$ cat src/rtl/seg_scan_ctrl_pkg.sv
// Shared definitions for the 7-segment scan controller.
//   NUM_DIGITS_DEF : default digit count of the display
//   SEG_OFF        : active-low segment pattern with every segment dark
//   ST_OFF/ST_SCAN : scan FSM state codes (state_t)
//   GLYPH          : active-low {g,f,e,d,c,b,a} pattern for each hex nibble
package seg_pkg;

  localparam int NUM_DIGITS_DEF = 8;
  localparam logic [7:0] SEG_OFF = 8'hFF;

  typedef logic [0:0] state_t;
  localparam state_t ST_OFF  = 1'b0;
  localparam state_t ST_SCAN = 1'b1;

  localparam logic [6:0] GLYPH [0:15] = '{
    7'h40, 7'h79, 7'h24, 7'h30, 7'h19, 7'h12, 7'h02, 7'h78,
    7'h00, 7'h10, 7'h08, 7'h03, 7'h46, 7'h21, 7'h06, 7'h0E
  };

  function automatic logic [6:0] glyph(input logic [3:0] nib);
    return GLYPH[nib];
  endfunction

endpackage

$ cat src/rtl/seg_scan_ctrl_if.sv
// Bus between a host (CPU debug logic) and the 7-segment scan controller.
//   en, load, data, dp_mask, digit_mask : host -> controller
//   an, seg, frame_start, pending        : controller -> host/board pins
//   dbg_state                            : controller FSM state, for observation
// Handshake: load is a one-cycle strobe with no ready; the controller
// always accepts it in the cycle it is high and the newest load wins.
interface seg_scan_ctrl_if
  import seg_pkg::*;
#(
  parameter int NUM_DIGITS = NUM_DIGITS_DEF
);
  logic                    en;
  logic                    load;
  logic [4*NUM_DIGITS-1:0] data;
  logic [NUM_DIGITS-1:0]   dp_mask;
  logic [NUM_DIGITS-1:0]   digit_mask;
  logic [NUM_DIGITS-1:0]   an;
  logic [7:0]              seg;
  logic                    frame_start;
  logic                    pending;
  state_t                  dbg_state;

  modport master (
    output en, load, data, dp_mask, digit_mask,
    input  an, seg, frame_start, pending, dbg_state
  );

  modport slave (
    input  en, load, data, dp_mask, digit_mask,
    output an, seg, frame_start, pending, dbg_state
  );
endinterface

$ cat src/rtl/seg_scan_ctrl_tick.sv
// Slot/digit timebase for the scan controller.
//   clk, rst_n : clock, synchronous active-low reset
//   run        : 1 = advance; 0 = hold both counters at 0
//   idx        : digit currently owning the display
//   commit     : first cycle of a frame (digit 0, slot position 0) while running
//   blank      : inside the anti-ghost gap at the start of a slot
module seg_scan_tick
  import seg_pkg::*;
#(
  parameter int NUM_DIGITS = NUM_DIGITS_DEF,
  parameter int DIV        = 100000,
  parameter int BLANK_CYC  = 16
) (
  input  logic                          clk,
  input  logic                          rst_n,
  input  logic                          run,
  output logic [$clog2(NUM_DIGITS)-1:0] idx,
  output logic                          commit,
  output logic                          blank
);
  localparam int CW = $clog2(DIV);
  localparam int IW = $clog2(NUM_DIGITS);
  localparam logic [CW-1:0] SLOT_LAST = CW'(DIV - 1);
  localparam logic [IW-1:0] IDX_LAST  = IW'(NUM_DIGITS - 1);

  logic [CW-1:0] slot_cnt;

  always_ff @(posedge clk) begin
    if (!rst_n || !run) begin
      slot_cnt <= '0;
      idx      <= '0;
    end else if (slot_cnt == SLOT_LAST) begin
      slot_cnt <= '0;
      idx      <= (idx == IDX_LAST) ? '0 : idx + 1'b1;
    end else begin
      slot_cnt <= slot_cnt + 1'b1;
    end
  end

  assign commit = run && (slot_cnt == '0) && (idx == '0);
  assign blank  = 32'(slot_cnt) < 32'(BLANK_CYC);
endmodule

$ cat src/rtl/seg_scan_ctrl.sv
// Time-multiplexed scan controller for a common-anode 7-segment display.
// Holds a pending value until the next frame boundary so a frame never
// mixes two values, blanks between digits, and suppresses leading zeros.
//   clk, rst_n : clock, synchronous active-low reset
//   bus        : seg_scan_ctrl_if slave (controls in, an/seg/status out)
module seg_scan_ctrl
  import seg_pkg::*;
#(
  parameter int NUM_DIGITS = NUM_DIGITS_DEF,
  parameter int DIV        = 100000,
  parameter int BLANK_CYC  = 16,
  parameter bit LZ_BLANK   = 1'b1
) (
  input logic           clk,
  input logic           rst_n,
  seg_scan_ctrl_if.slave bus
);
  localparam int IW = $clog2(NUM_DIGITS);

  state_t                  state;
  logic                    run, commit, blank;
  logic [IW-1:0]           idx;
  logic [4*NUM_DIGITS-1:0] pend, disp;
  logic [NUM_DIGITS-1:0]   pend_dp, disp_dp;
  logic                    pending;
  logic [NUM_DIGITS-1:0]   an_q;
  logic [7:0]              seg_q;
  logic                    frame_start_q;

  // Counters only run while scanning and enabled, so dropping en clears
  // them in the same edge that returns the FSM to OFF.
  assign run = (state == ST_SCAN) && bus.en;

  always_ff @(posedge clk) begin
    if (!rst_n) state <= ST_OFF;
    else        state <= bus.en ? ST_SCAN : ST_OFF;
  end

  seg_scan_tick #(
    .NUM_DIGITS (NUM_DIGITS),
    .DIV        (DIV),
    .BLANK_CYC  (BLANK_CYC)
  ) u_tick (
    .clk    (clk),
    .rst_n  (rst_n),
    .run    (run),
    .idx    (idx),
    .commit (commit),
    .blank  (blank)
  );

  // The commit copies the old pend; a load in the same cycle refills pend
  // and keeps pending set for the following frame.
  always_ff @(posedge clk) begin
    if (!rst_n) begin
      pend    <= '0;
      pend_dp <= '0;
      disp    <= '0;
      disp_dp <= '0;
      pending <= 1'b0;
    end else begin
      if (commit && pending) begin
        disp    <= pend;
        disp_dp <= pend_dp;
      end
      if (bus.load) begin
        pend    <= bus.data;
        pend_dp <= bus.dp_mask;
        pending <= 1'b1;
      end else if (commit) begin
        pending <= 1'b0;
      end
    end
  end

  logic [3:0]            nib;
  logic                  dp_bit, lz, dark;
  logic [NUM_DIGITS-1:0] an_d;
  logic [7:0]            seg_d;

  always_comb begin
    nib    = disp[4*idx +: 4];
    dp_bit = disp_dp[idx];
    // Leading zero: this nibble and every more-significant one are zero.
    lz     = LZ_BLANK && (idx != '0) && ((disp >> {idx, 2'b00}) == '0);
    dark   = !run || blank || !bus.digit_mask[idx] || lz;
    an_d   = ~(NUM_DIGITS'(1) << idx);
    seg_d  = {~dp_bit, glyph(nib)};
  end

  always_ff @(posedge clk) begin
    if (!rst_n) begin
      an_q          <= '1;
      seg_q         <= SEG_OFF;
      frame_start_q <= 1'b0;
    end else begin
      frame_start_q <= commit;
      an_q          <= dark ? '1 : an_d;
      seg_q         <= dark ? SEG_OFF : seg_d;
    end
  end

  assign bus.an          = an_q;
  assign bus.seg         = seg_q;
  assign bus.frame_start = frame_start_q;
  assign bus.pending     = pending;
  assign bus.dbg_state   = state;
endmodule

$ cat src/flat_wrapper.sv
// flat-port wrapper written by rule: the top's interface ports become plain ports
module seg_scan_ctrl_flat import seg_pkg::*;
#(
  parameter int NUM_DIGITS = NUM_DIGITS_DEF,
  parameter int DIV        = 100000,
  parameter int BLANK_CYC  = 16,
  parameter bit LZ_BLANK   = 1'b1
)
  (clk, rst_n, bus_en, bus_load, bus_data, bus_dp_mask, bus_digit_mask, bus_an, bus_seg, bus_frame_start, bus_pending, bus_dbg_state);
  seg_scan_ctrl_if #(.NUM_DIGITS(NUM_DIGITS)) bus_i ();
  input logic clk;
  input logic rst_n;
  input wire logic [$bits(bus_i.en)-1:0] bus_en;
  input wire logic [$bits(bus_i.load)-1:0] bus_load;
  input wire logic [$bits(bus_i.data)-1:0] bus_data;
  input wire logic [$bits(bus_i.dp_mask)-1:0] bus_dp_mask;
  input wire logic [$bits(bus_i.digit_mask)-1:0] bus_digit_mask;
  output wire logic [$bits(bus_i.an)-1:0] bus_an;
  output wire logic [$bits(bus_i.seg)-1:0] bus_seg;
  output wire logic [$bits(bus_i.frame_start)-1:0] bus_frame_start;
  output wire logic [$bits(bus_i.pending)-1:0] bus_pending;
  output wire logic [$bits(bus_i.dbg_state)-1:0] bus_dbg_state;
  assign bus_i.en = bus_en;
  assign bus_i.load = bus_load;
  assign bus_i.data = bus_data;
  assign bus_i.dp_mask = bus_dp_mask;
  assign bus_i.digit_mask = bus_digit_mask;
  assign bus_an = bus_i.an;
  assign bus_seg = bus_i.seg;
  assign bus_frame_start = bus_i.frame_start;
  assign bus_pending = bus_i.pending;
  assign bus_dbg_state = bus_i.dbg_state;
  seg_scan_ctrl #(.NUM_DIGITS(NUM_DIGITS), .DIV(DIV), .BLANK_CYC(BLANK_CYC), .LZ_BLANK(LZ_BLANK)) u_core (.clk(clk), .rst_n(rst_n), .bus(bus_i));
endmodule
$ cat config.mk
export PLATFORM = sky130hd
export DESIGN_NAME = seg_scan_ctrl_flat
export DESIGN_NICKNAME = d
export VERILOG_FILES = /design/src/rtl/seg_scan_ctrl_pkg.sv /design/src/rtl/seg_scan_ctrl_if.sv /design/src/rtl/seg_scan_ctrl_tick.sv /design/src/rtl/seg_scan_ctrl.sv /design/src/flat_wrapper.sv
export SDC_FILE = /design/constraint.sdc
export NUM_CORES = 1
export LEC_CHECK = 0
export CORE_UTILIZATION = 55
export DETAILED_ROUTE_END_ITERATION = 10
export GPL_TIMING_DRIVEN = 0
export PLACE_DENSITY_LB_ADDON = 0.1
export SETUP_SLACK_MARGIN = 0.02
export SLEW_MARGIN = 25
export SYNTH_ARGS = -nofsm -noshare
export SYNTH_HDL_FRONTEND = slang
export SYNTH_HIERARCHICAL = 1
export SYNTH_SLANG_ARGS = --single-unit
$ cat constraint.sdc
create_clock -name clk -period 3.75 [get_ports clk]
set_input_delay 0.5625 -clock clk [delete_from_list [all_inputs] [get_ports clk]]
set_output_delay 0.5625 -clock clk [all_outputs]
set_load 0.02 [all_outputs]
==> key figures, run 1 <==
Critical path
  – Crit path arrival time: between 3 and 4 ns
  – Worst endpoint required time: 4.15 ns
  – Flop2flop setup slack: about 0.76 ns
  – Setup crit end kind: flip-flop
  – Setup Crit Path Kind: flip-flop to flip-flop
  – Crit path launch type: flip-flop
  – CP endpoint: u_core/bus.seg[3]
  – Levels on crit path: 9
  – Worst-path maximum fanout: 10
  – Crit path max-delay family: multiplexers
  – Reg-to-Reg End: u_core/bus.seg[3]
  – Critical path cell sequence: buf_2 > buf_2 > buf_2 > mux4_2 > mux2i_4 > inv_1 > ha_1 > mux4_2 > o21bai_2
  – CP Buf/Inv Count: 4
  – Reg2reg start: u_core/u_tick/idx[1]
  – CP Launch Point: u_core/u_tick/idx[1]
  – CP dominant cell by count: buf_2
  – CP max stage delay: ~0.48 ns
  – Worst reg2reg path depth: 9
  – CP max stage cell: mux4_2

Timing
  – PnR worst setup slack: roughly 0.76 ns
  – Hold slack: 0.465 ns
  – Final Max Tran Viols: 0
  – Unrepaired setup endpoints after global routing: false
  – Slew HR: between 40% and 50%
  – Clock period minus final worst setup slack: 2.99 ns
  – Slew @ Worst Pin: roughly 0.87 ns
  – Setup_tns: 0 ns
  – Final Setup Violations: 0
  – Final Cycle Share: 79.8%
  – Clk_skew: 0.0185 ns
  – Final hold vios: 0
  – Max frequency: approximately 0.33 GHz

GRT
  – First-pass GRT wire length: 20100 um
  – Gr busiest metal: met2
  – Met1 Use GR: 31.6%
  – Pin count of the biggest net entering global routing: 17
  – Initial antenna violation count: 0
  – GRT Util Overall: 25.0%
  – GR met3 Demand/Resource: under 10%
  – GR Util met2: a little over two fifths
  – Vias in the first global route: roughly 4200
  – Grt total ovfl: 0

Worst hold path
  – Hold Path Class: flip-flop to flip-flop
  – Hold_sp: u_core/pend_dp[3]
  – Hold Path Depth: 2

Floorplan
  – Die Wd: about 100 um
  – Initial Util: a little under three fifths
  – Core Region: 9770 um2
  – I/O pin count: just over 70
  – Die Area: between 10000 and 15000 um2
  – Die H: 102 um
  – # rows: 36

Detailed routing
  – Remaining DRCs: 0
  – First-pass DRT Iterations: 6
  – Antenna-violating nets left: 0
  – DRT Wirelength: about 12000 um
  – Via density: 5.47
  – Wirelength per Cell: about 15 um
  – Vias: ~4400
  – DR iter-0 viols: between 200 and 250

Synthesis
  – Syn_nets: about 630
  – Post-synthesis simple-gate area fraction: 20.5%
  – Synth Area per Inst: between 9 and 10 um2
  – Post-synth design cell area: between 5000 and 6000 um2
  – Compound-Gate Fraction of Synth Area: a little over a tenth
  – Xor/xnor share of the synthesized area: approximately 2.4%
  – Netlist cell types: 60
  – Seq/Total Area, Yosys: between 40% and 50%
  – #FFs+latches synth: ~120
  – Fraction of the mapped netlist area in adder cells: under 10%
  – Post-synth EDFFs: 0
  – Mapped Cells: 569
  – Asr flop ratio synth: 0%
  – Mux contribution to synthesized area: 16.2%
  – Largest family of logic cells by synthesized area: simple AND/OR/NAND/NOR gates
  – Syn. warnings: 13
  – Ys flop type: dfxtp_1

Cells and area
  – Util after Layout: between 70% and 80%
  – Most frequent cells in the layout: 119 x dfxtp_1, 93 x nand2_1, 69 x clkdlybuf4s50_1
  – Post-Layout Cell Count: ~800
  – Most common cell after layout, fill and taps aside: dfxtp_1
  – ANT cells: 0
  – Final nets: about 720
  – Share of layout cells above drive strength 1: about an eighth
  – Final Cell Area: ~7000 um2
  – Synth-to-layout area growth: 25.9%

Clock network
  – Root Buffer: clkbuf_8
  – Clk_lat worst skew: 0.52 ns
  – CTS tree: yes
  – Hold_buf cts: 0
  – # clock sinks: between 100 and 150
  – CTS clk-pin slew, worst paths: ~0.06 ns
  – Clk buf depth: 2
  – Post-cts repair resize count: 0
  – Total CTS buffers: 17
  – H-Tree Depth: 4
  – Postcts setup bufs: 0

Placement
  – Pre-CTS setup slack: 0.758 ns
  – Final HPWL from detailed placement: a little under 9000 um
  – Placed cells: about 770
  – Routability Congestion: between 0.8 and 0.9
  – IO buf count: between 60 and 70
  – Placed cell area: about 6400 um2

Power and ir drop
  – Pwr per Cell Area: 439 nW/um2
  – Power, Total: slightly above 3 mW
  – Leak: 2.47 nW
  – Peak supply drop: about 0.35 mV

Status
  – Status: completed

Flow run
  – Max cap viols: 0
layout make-up:
class / instances / area [um2]
multi-input cells: 400 / 2890
fillers: 772 / 2820
flip-flops and latches: 119 / 2380
repair buffers: 69 / 691
clock buffers: 18 / 428
plain buffers: 39 / 215
well taps: 133 / 166
clock inverters: 14 / 148
inverters: 11 / 41.3
power by group:
group | total, mW | switching [mW] | internal [mW]
clock | 1.57 | 0.606 | 0.966
sequential | 1.31 | 0.0180 | 1.30
combinational | 0.169 | 0.0688 | 0.0999
total | 3.05 | 0.693 | 2.36
how the worst min path moves through the flow:
stage,end
after floorplan,u_core/disp_dp[2]
after global placement,u_core/disp_dp[7]
after detailed placement,u_core/disp_dp[0]
after CTS,u_core/disp_dp[5]
after global routing,u_core/disp_dp[1]
final,u_core/disp_dp[3]
routing by layer:
metal  vias to the layer above  share of wire [%]
li1                       2149                  -
met1                      2090                 44
met3                        18                4.9
met4                         0                1.5
met2                       133                 50
met5                         -                  0
logic make-up (layout without fill, tap and decap cells):
logic type | Yosys count | in the layout
compound gates | 80 | 80
xor+xnor | 15 | 15
simple gates | 229 | 229
buf+inv | 50 | 151
flops | 119 | 119
fa+ha+maj | 10 | 10
mux | 66 | 66
worst min-delay path, delay by kind of cell (launching register included):
kind / cells / cell delay [ns]
flops: 1 / 0.31
simple gates: 1 / 0.05
compound gates: 1 / 0.06
sequential cells by signal (all words and copies together), names as in the netlist, 3 cells and up:
signal,flops
u_core/pend_dp,8
u_core/u_tick/idx,3
u_core/disp,32
u_core/u_tick/slot_cnt,17
u_core/disp_dp,8
u_core/bus.seg,8
u_core/bus.an,8
u_core/pend,32
synth_stat cells, types with 4 or more instances:
| cell | n | area, um2 |
|---|---|---|
| nor2_1 | 32 | 120 |
| buf_1 | 4 | 15.0 |
| o21ai_0 | 5 | 25.0 |
| nand4_1 | 7 | 43.8 |
| o21ai_1 | 5 | 25.0 |
| ha_1 | 10 | 125 |
| inv_1 | 10 | 37.5 |
| mux2i_1 | 45 | 450 |
| nor2b_1 | 41 | 257 |
| o21ai_2 | 5 | 43.8 |
| dfxtp_1 | 119 | 2380 |
| nor3_1 | 8 | 40.0 |
| mux4_2 | 14 | 315 |
| xnor2_1 | 13 | 114 |
| clkbuf_1 | 21 | 78.8 |
| a21oi_1 | 5 | 25.0 |
| buf_2 | 6 | 30.0 |
| nand3_1 | 10 | 50.1 |
| nand2_1 | 93 | 349 |
| buf_6 | 5 | 56.3 |
| nor4_1 | 10 | 62.6 |
| a21boi_0 | 40 | 300 |
| and2_1 | 4 | 25.0 |
No activity file was read; power rests on OpenSTA's default activity.
==> run 2: changes to the inputs <==
==> constraint.sdc (replaced) <==
create_clock -name clk -period 3 [get_ports clk]
set_input_delay 0.45 -clock clk [delete_from_list [all_inputs] [get_ports clk]]
set_output_delay 0.45 -clock clk [all_outputs]
set_load 0.02 [all_outputs]
==> run 2 against run 1 <==
  * Register-to-register slack got worse by 0.57 ns
  * Via count rose by 0.34%
  * Fmax rose by 6.6%
  * Highest routed layer unchanged
==> key figures, run 2 (synthesis gave the netlist of run 1 again) <==
Critical path
  – Worst-path maximum fanout: 10 (unchanged)
  – CP max stage cell: mux4_2
  – Crit path launch type: flip-flop
  – CP max stage delay: 0.52 ns (+0.04 ns)
  – Setup Crit Path Kind: flip-flop to flip-flop
  – Crit path arrival time: 3.25 ns (-0.14 ns)
  – Flop2flop setup slack: 0.19 ns (-0.57 ns)
  – Critical path cell sequence: buf_6 > buf_12 > buf_6 > mux4_2 > mux2i_2 > ha_2 > nand2b_1 > a21oi_2 > a41oi_4 > buf_6 > o21ai_2
  – Setup crit end kind: flip-flop
  – Worst endpoint required time: 3.44 ns (-0.71 ns)
  – CP dominant cell by count: buf_6

Detailed routing
  – Wirelength per Cell: 15.1 um (+0.40%)
  – Vias: 4405 (+0.34%)
  – Remaining DRCs: 0 (unchanged)
  – DR iter-0 viols: 237 (-1.7%)
  – First-pass DRT Iterations: 5 (-1)
  – DRT Wirelength: 12200 um (+0.53%)
  – Via density: 5.48 (+0.22%)
  – Antenna-violating nets left: 0 (unchanged)

Placement
  – Placed cell area: 6380 um2 (unchanged)
  – Placed cells: 771 (unchanged)
  – IO buf count: 69 (unchanged)
  – Final HPWL from detailed placement: 8820 um (unchanged)
  – Routability Congestion: 0.878 (unchanged)

GRT
  – Pin count of the biggest net entering global routing: 17 (unchanged)
  – Vias in the first global route: 4194 (+0.024%)
  – First-pass GRT wire length: 20100 um (about the same)
  – GRT Util Overall: 25.0% (about the same)
  – Grt total ovfl: 0 (unchanged)
  – Initial antenna violation count: 0 (unchanged)

Cells and area
  – Final Cell Area: 6980 um2 (+0.31%)
  – Filler instances: 764 (-1.0%)
  – Util after Layout: 71.4% (+0.22 points)
  – Most common cell after layout, fill and taps aside: dfxtp_1
  – Final nets: 720 (+0.14%)
  – Largest regs: u_core/disp: 32 flops, u_core/pend: 32 flops, u_core/u_tick/slot_cnt: 17 flops
  – Most frequent cells in the layout: 119 x dfxtp_1, 93 x nand2_1, 69 x clkdlybuf4s50_1
  – Post-Layout Cell Count: 804 (+0.12%)
  – Share of layout cells above drive strength 1: 12.2% (+0.43 points)
  – Synth-to-layout area growth: 26.3%
  – ANT cells: 0 (unchanged)

Timing
  – Slew @ Worst Pin: 0.931 ns (+0.0566 ns)
  – Setup_tns: 0 ns (unchanged)
  – Final Cycle Share: 93.6% (+14 points)
  – Slew HR: 37.4% (-3.8 points)
  – Max frequency: 0.356 GHz (+6.6%)
  – Final hold vios: 0 (unchanged)
  – Final Max Tran Viols: 0 (unchanged)
  – Clk_skew: 0.0187 ns (+0.000207 ns)
  – Unrepaired setup endpoints after global routing: false
  – Final Setup Violations: 0 (unchanged)
  – Clock period minus final worst setup slack: 2.81 ns (-0.184 ns)

Clock network
  – Clk_lat worst skew: 0.52 ns (about the same)
  – CTS clk-pin slew, worst paths: 0.06 ns (about the same)
  – Hold_buf cts: 0 (unchanged)
  – CTS tree: yes
  – Total CTS buffers: 17 (unchanged)
  – Root Buffer: clkbuf_8
  – H-Tree Depth: 4 (unchanged)
  – # clock sinks: 119 (unchanged)
  – Clk buf depth: 2 (unchanged)

Flow run
  – Max cap viols: 0 (unchanged)

Power and ir drop
  – Comb power frac: 5.5% (about the same)
  – Sw power: 864 uW (+25%)
  – Clock share of power: 51.4% (about the same)
  – Switching Share: 22.7% (-0.038 points)
  – Peak supply drop: 0.436 mV (+25%)
  – Power Internal: 2.95 mW (+25%)
  – Reg power frac: 43.0% (about the same)
  – Pwr per Cell Area: 547 nW/um2 (+25%)
  – Leak: 2.48 nW (about the same)

Floorplan
  – Core Region: 9770 um2 (unchanged)
  – # rows: 36 (unchanged)
  – Die Wd: 102 um (unchanged)
  – Die H: 102 um (unchanged)
  – Initial Util: 56.5% (unchanged)
  – Die Area: 10500 um2 (unchanged)
  – I/O pin count: 71 (unchanged)

Status
  – Status: completed

Worst hold path
  – Hold Path Class: primary input to flip-flop
[run 2: changes by cell type in the layout (fill, tap and decap cells not counted)]
cell,delta
mux2i_2,+1
buf_2,-3
ha_2,+1
buf_4,+2
ha_1,-1
clkbuf_4,+2
mux2i_1,-1
[run 2: area by class of cell]
cell class | count | area (um2) | share of cell area (%)
Sequential cell | 119 | 2380 | 34.1
Inverter | 11 | 41.3 | 0.592
Buffer | 39 | 223 | 3.19
Multi-Input combinational cell | 400 | 2890 | 41.5
Clock buffer | 18 | 428 | 6.13
Timing Repair Buffer | 70 | 698 | 10.0
Tap cell | 133 | 166 | 2.38
Clock inverter | 14 | 148 | 2.12
[run 2: path summary, 6_finish.rpt]
path              depth (start not counted)           endpoint            startpoint
setup / recovery                         11   u_core/bus.an[1]  u_core/u_tick/idx[0]
hold / removal                            3     u_core/pend[3]              bus_load
setup reg to reg                         11   u_core/bus.an[1]  u_core/u_tick/idx[0]
hold reg to reg                           2  u_core/disp_dp[1]     u_core/pend_dp[1]
[run 2: what timing repair did]
item	in CTS	in global routing
buffers inserted	0	1
cloned	0	0
gates resized for setup	1	4
pin swaps	0	0
endpoints found under the setup margin	6	12
[run 2: routing by layer]
layer	GRT usage (%)	up-vias	wire length (um)
met3	4.86	23	559
li1	-	2151	-
met5	0	-	0
met1	31.6	2076	5370
met2	42.8	155	6030
met4	8.35	0	200
[run 2: power groups by stage]
stage	Sequential, mW	Clock (mW)	Combinational [mW]
6_report	1.64	1.96	0.212
5_1_grt	1.65	2.06	0.230
4_1_cts	1.64	1.99	0.212
3_5_place_dp	1.68	0	0.211
3_3_place_gp	1.67	0	0.205
2_1_floorplan	1.67	0	0.110
[run 2: critical path, delay by kind of cell, from the launching register on]
| family | cells | cell delay (ns) |
|---|---|---|
| compound gates | 3 | 0.49 |
| fa+ha+maj | 1 | 0.29 |
| mux | 2 | 0.80 |
| flops | 1 | 0.40 |
| simple gates | 1 | 0.08 |
| buf+inv | 4 | 0.66 |
[run 2: per-stage QoR]
stage	hold slack, ns	setup WS (ns)	power (mW)
6_report	0.358	0.192	3.82
5_1_grt	0.383	0.0434	3.93
4_1_cts	0.367	0.0710	3.84
3_5_place_dp	0.457	0.00836	1.89
3_3_place_gp	0.447	0.0613	1.88
2_1_floorplan	0.440	0.374	1.78
==> run 3: changes to the inputs <==
--- a/config.mk
+++ b/config.mk
@@ -5,7 +5,7 @@
 export SDC_FILE = /design/constraint.sdc
 export NUM_CORES = 1
 export LEC_CHECK = 0
-export CORE_UTILIZATION = 55
+export CORE_UTILIZATION = 60
 export DETAILED_ROUTE_END_ITERATION = 10
 export GPL_TIMING_DRIVEN = 0
 export PLACE_DENSITY_LB_ADDON = 0.1
==> constraint.sdc (replaced) <==
create_clock -name clk -period 3.5 [get_ports clk]
set_input_delay 0.525 -clock clk [delete_from_list [all_inputs] [get_ports clk]]
set_output_delay 0.525 -clock clk [all_outputs]
set_load 0.02 [all_outputs]
==> run 3 against run 2 <==
  * Clock power shrank 17%
  * Highest routed layer unchanged
  * Sequential share of layout area grew 0.35 points
  * Total power shrank 16%
  * Core utilization grew 7.1 points
  * Critical path depth shrank 2
  * Non-clock buffer count shrank 1
  * Largest cell class unchanged
  * Sequential power shrank 14%
  * The run now ends with DRC left
  * Register-to-register slack gained 0.28 ns
  * Combinational power shrank 15%
==> key figures, run 3 (synthesis gave the netlist of run 1 again) <==
Timing
  – Max frequency: 0.330 GHz (-7.3%)
  – Final Cycle Share: 86.6% (-7.1 points)
  – Unrepaired setup endpoints after global routing: false
  – Final Setup Violations: 0 (unchanged)
  – Final hold vios: 0 (unchanged)
  – Final Max Tran Viols: 0 (unchanged)
  – Clk_skew: 0.0101 ns (-0.00865 ns)
  – Slew HR: 40.9% (+3.5 points)
  – Slew @ Worst Pin: 0.879 ns (-0.0520 ns)
  – Clock period minus final worst setup slack: 3.03 ns (+0.221 ns)
  – PnR worst setup slack: 0.471 ns (+0.279 ns)
  – Setup_tns: 0 ns (unchanged)

Placement
  – IO buf count: 69 (unchanged)
  – Routability Congestion: 0.936 (+6.6%)
  – Placed cell area: 6350 um2 (-0.49%)
  – Pre-CTS setup slack: 0.454 ns (+0.445 ns)
  – Final HPWL from detailed placement: 9030 um (+2.4%)
  – Placed cells: 746 (-3.2%)

GRT
  – Initial antenna violation count: 0 (unchanged)
  – GRT Util Overall: 27.6% (+2.6 points)
  – First-pass GRT wire length: 21000 um (+4.4%)
  – Pin count of the biggest net entering global routing: 17 (unchanged)
  – Vias in the first global route: 4412 (+5.2%)
  – Grt total ovfl: 0 (unchanged)

Cells and area
  – Share of layout cells above drive strength 1: 11.6% (-0.58 points)
  – Synth-to-layout area growth: 25.0%
  – ANT cells: 0 (unchanged)
  – Post-Layout Cell Count: 778 (-3.2%)
  – Filler instances: 596 (-22%)
  – Most frequent cells in the layout: 119 x dfxtp_1, 93 x nand2_1, 69 x clkdlybuf4s50_1
  – Final nets: 719 (-0.14%)
  – Most common cell after layout, fill and taps aside: dfxtp_1
  – Multi-input logic area: 2890 um2 (-0.22%)
  – Largest regs: u_core/disp: 32 flops, u_core/pend: 32 flops, u_core/u_tick/slot_cnt: 17 flops
  – Reg area: 2380 um2 (unchanged)
  – Final Cell Area: 6910 um2 (-1.0%)

Floorplan
  – I/O pin count: 71 (unchanged)
  – Initial Util: 62.8% (+6.2 points)
  – Die Area: 9600 um2 (-8.2%)
  – # rows: 34 (-5.6%)
  – Die Wd: 98.0 um (-4.2%)
  – Die H: 98.0 um (-4.2%)
  – Core Region: 8810 um2 (-9.9%)

Clock network
  – CTS tree: yes
  – CTS clk-pin slew, worst paths: 0.06 ns (about the same)
  – H-Tree Depth: 4 (unchanged)
  – Post-cts repair resize count: 0 (-1)
  – Clk_lat worst skew: 0.51 ns (about the same)
  – Total CTS buffers: 17 (unchanged)
  – # clock sinks: 119 (unchanged)
  – Postcts setup bufs: 0 (unchanged)
  – Root Buffer: clkbuf_8
  – Hold_buf cts: 0 (unchanged)
  – Clk buf depth: 2 (unchanged)

Critical path
  – Crit path launch type: flip-flop
  – Setup Crit Path Kind: flip-flop to flip-flop
  – Worst-path maximum fanout: 10 (unchanged)
  – Setup crit end kind: flip-flop
  – Worst endpoint required time: 3.90 ns (+0.46 ns)
  – Crit path arrival time: 3.43 ns (+0.18 ns)

Power and ir drop
  – Pwr per Cell Area: 465 nW/um2 (-15%)
  – Peak supply drop: 0.355 mV (-19%)
  – Power, Total: 3.21 mW (-16%)
  – Leak: 2.47 nW (-0.13%)

Detailed routing
  – Vias: 4405 (unchanged)
  – First-pass DRT Iterations: 8 (+3)
  – DR iter-0 viols: 263 (+11%)
  – DRT Wirelength: 12500 um (+2.4%)
  – Antenna-violating nets left: 0 (unchanged)
  – Wirelength per Cell: 16.0 um (+5.8%)
  – Remaining DRCs: 5 (+5)
  – Via density: 5.66 (+3.3%)

Status
  – Status: finished with violations
  – Failing checks: DRC

Flow run
  – Max cap viols: 0 (unchanged)

Worst hold path
  – Hold Path Class: primary input to flip-flop
## run 3: worst paths after layout
kind | from | cells past startpoint | end | slack, ns
max | u_core/u_tick/idx[1] | 9 | u_core/bus.seg[3] | 0.47
min | bus_load | 3 | u_core/pend[3] | 0.44
min reg2reg | u_core/pend_dp[3] | 2 | u_core/disp_dp[3] | 0.46
max reg2reg | u_core/u_tick/idx[1] | 9 | u_core/bus.seg[3] | 0.47
## run 3: power breakdown
group | total (mW) | internal (mW) | switching [mW]
registers | 1.41 | 1.39 | 0.0201
clock network | 1.62 | 0.960 | 0.664
logic | 0.181 | 0.107 | 0.0740
total | 3.21 | 2.45 | 0.758
## run 3: area by class of cell
| cell class | instances | share of cell area [%] |
|---|---|---|
| flip-flops and latches | 119 | 34.5 |
| repair buffers | 69 | 9.99 |
| well taps | 108 | 1.96 |
| clock inverters | 14 | 2.03 |
| multi-input cells | 400 | 41.8 |
| plain buffers | 39 | 3.11 |
| clock buffers | 18 | 6.05 |
| inverters | 11 | 0.598 |
## run 3: metrics by stage
step                hold WS (ns)  util (%)
global route               0.463      78.5
global placement           0.449      72.1
floorplan                  0.440         -
CTS                        0.426      78.5
detailed placement         0.457      72.1
finish                     0.443      78.5
## run 3: worst max-delay path: stages, from the launching register on
cell and delay (ns):
dfxtp_1 0.38, buf_2 0.28, buf_2 0.28, buf_2 0.29, mux4_2 0.37, mux2i_4 0.26
inv_1 0.10, ha_1 0.28, mux4_2 0.48, o21bai_2 0.19
## run 3: routing by layer
metal  track usage (%)  up-vias  routed length [um]
li1                  -     2159                   -
met1              33.5     2082                5440
met2              48.8      146                6250
met3              5.87       18                 609
met4              9.21        0                 152
met5                 0        -                   0
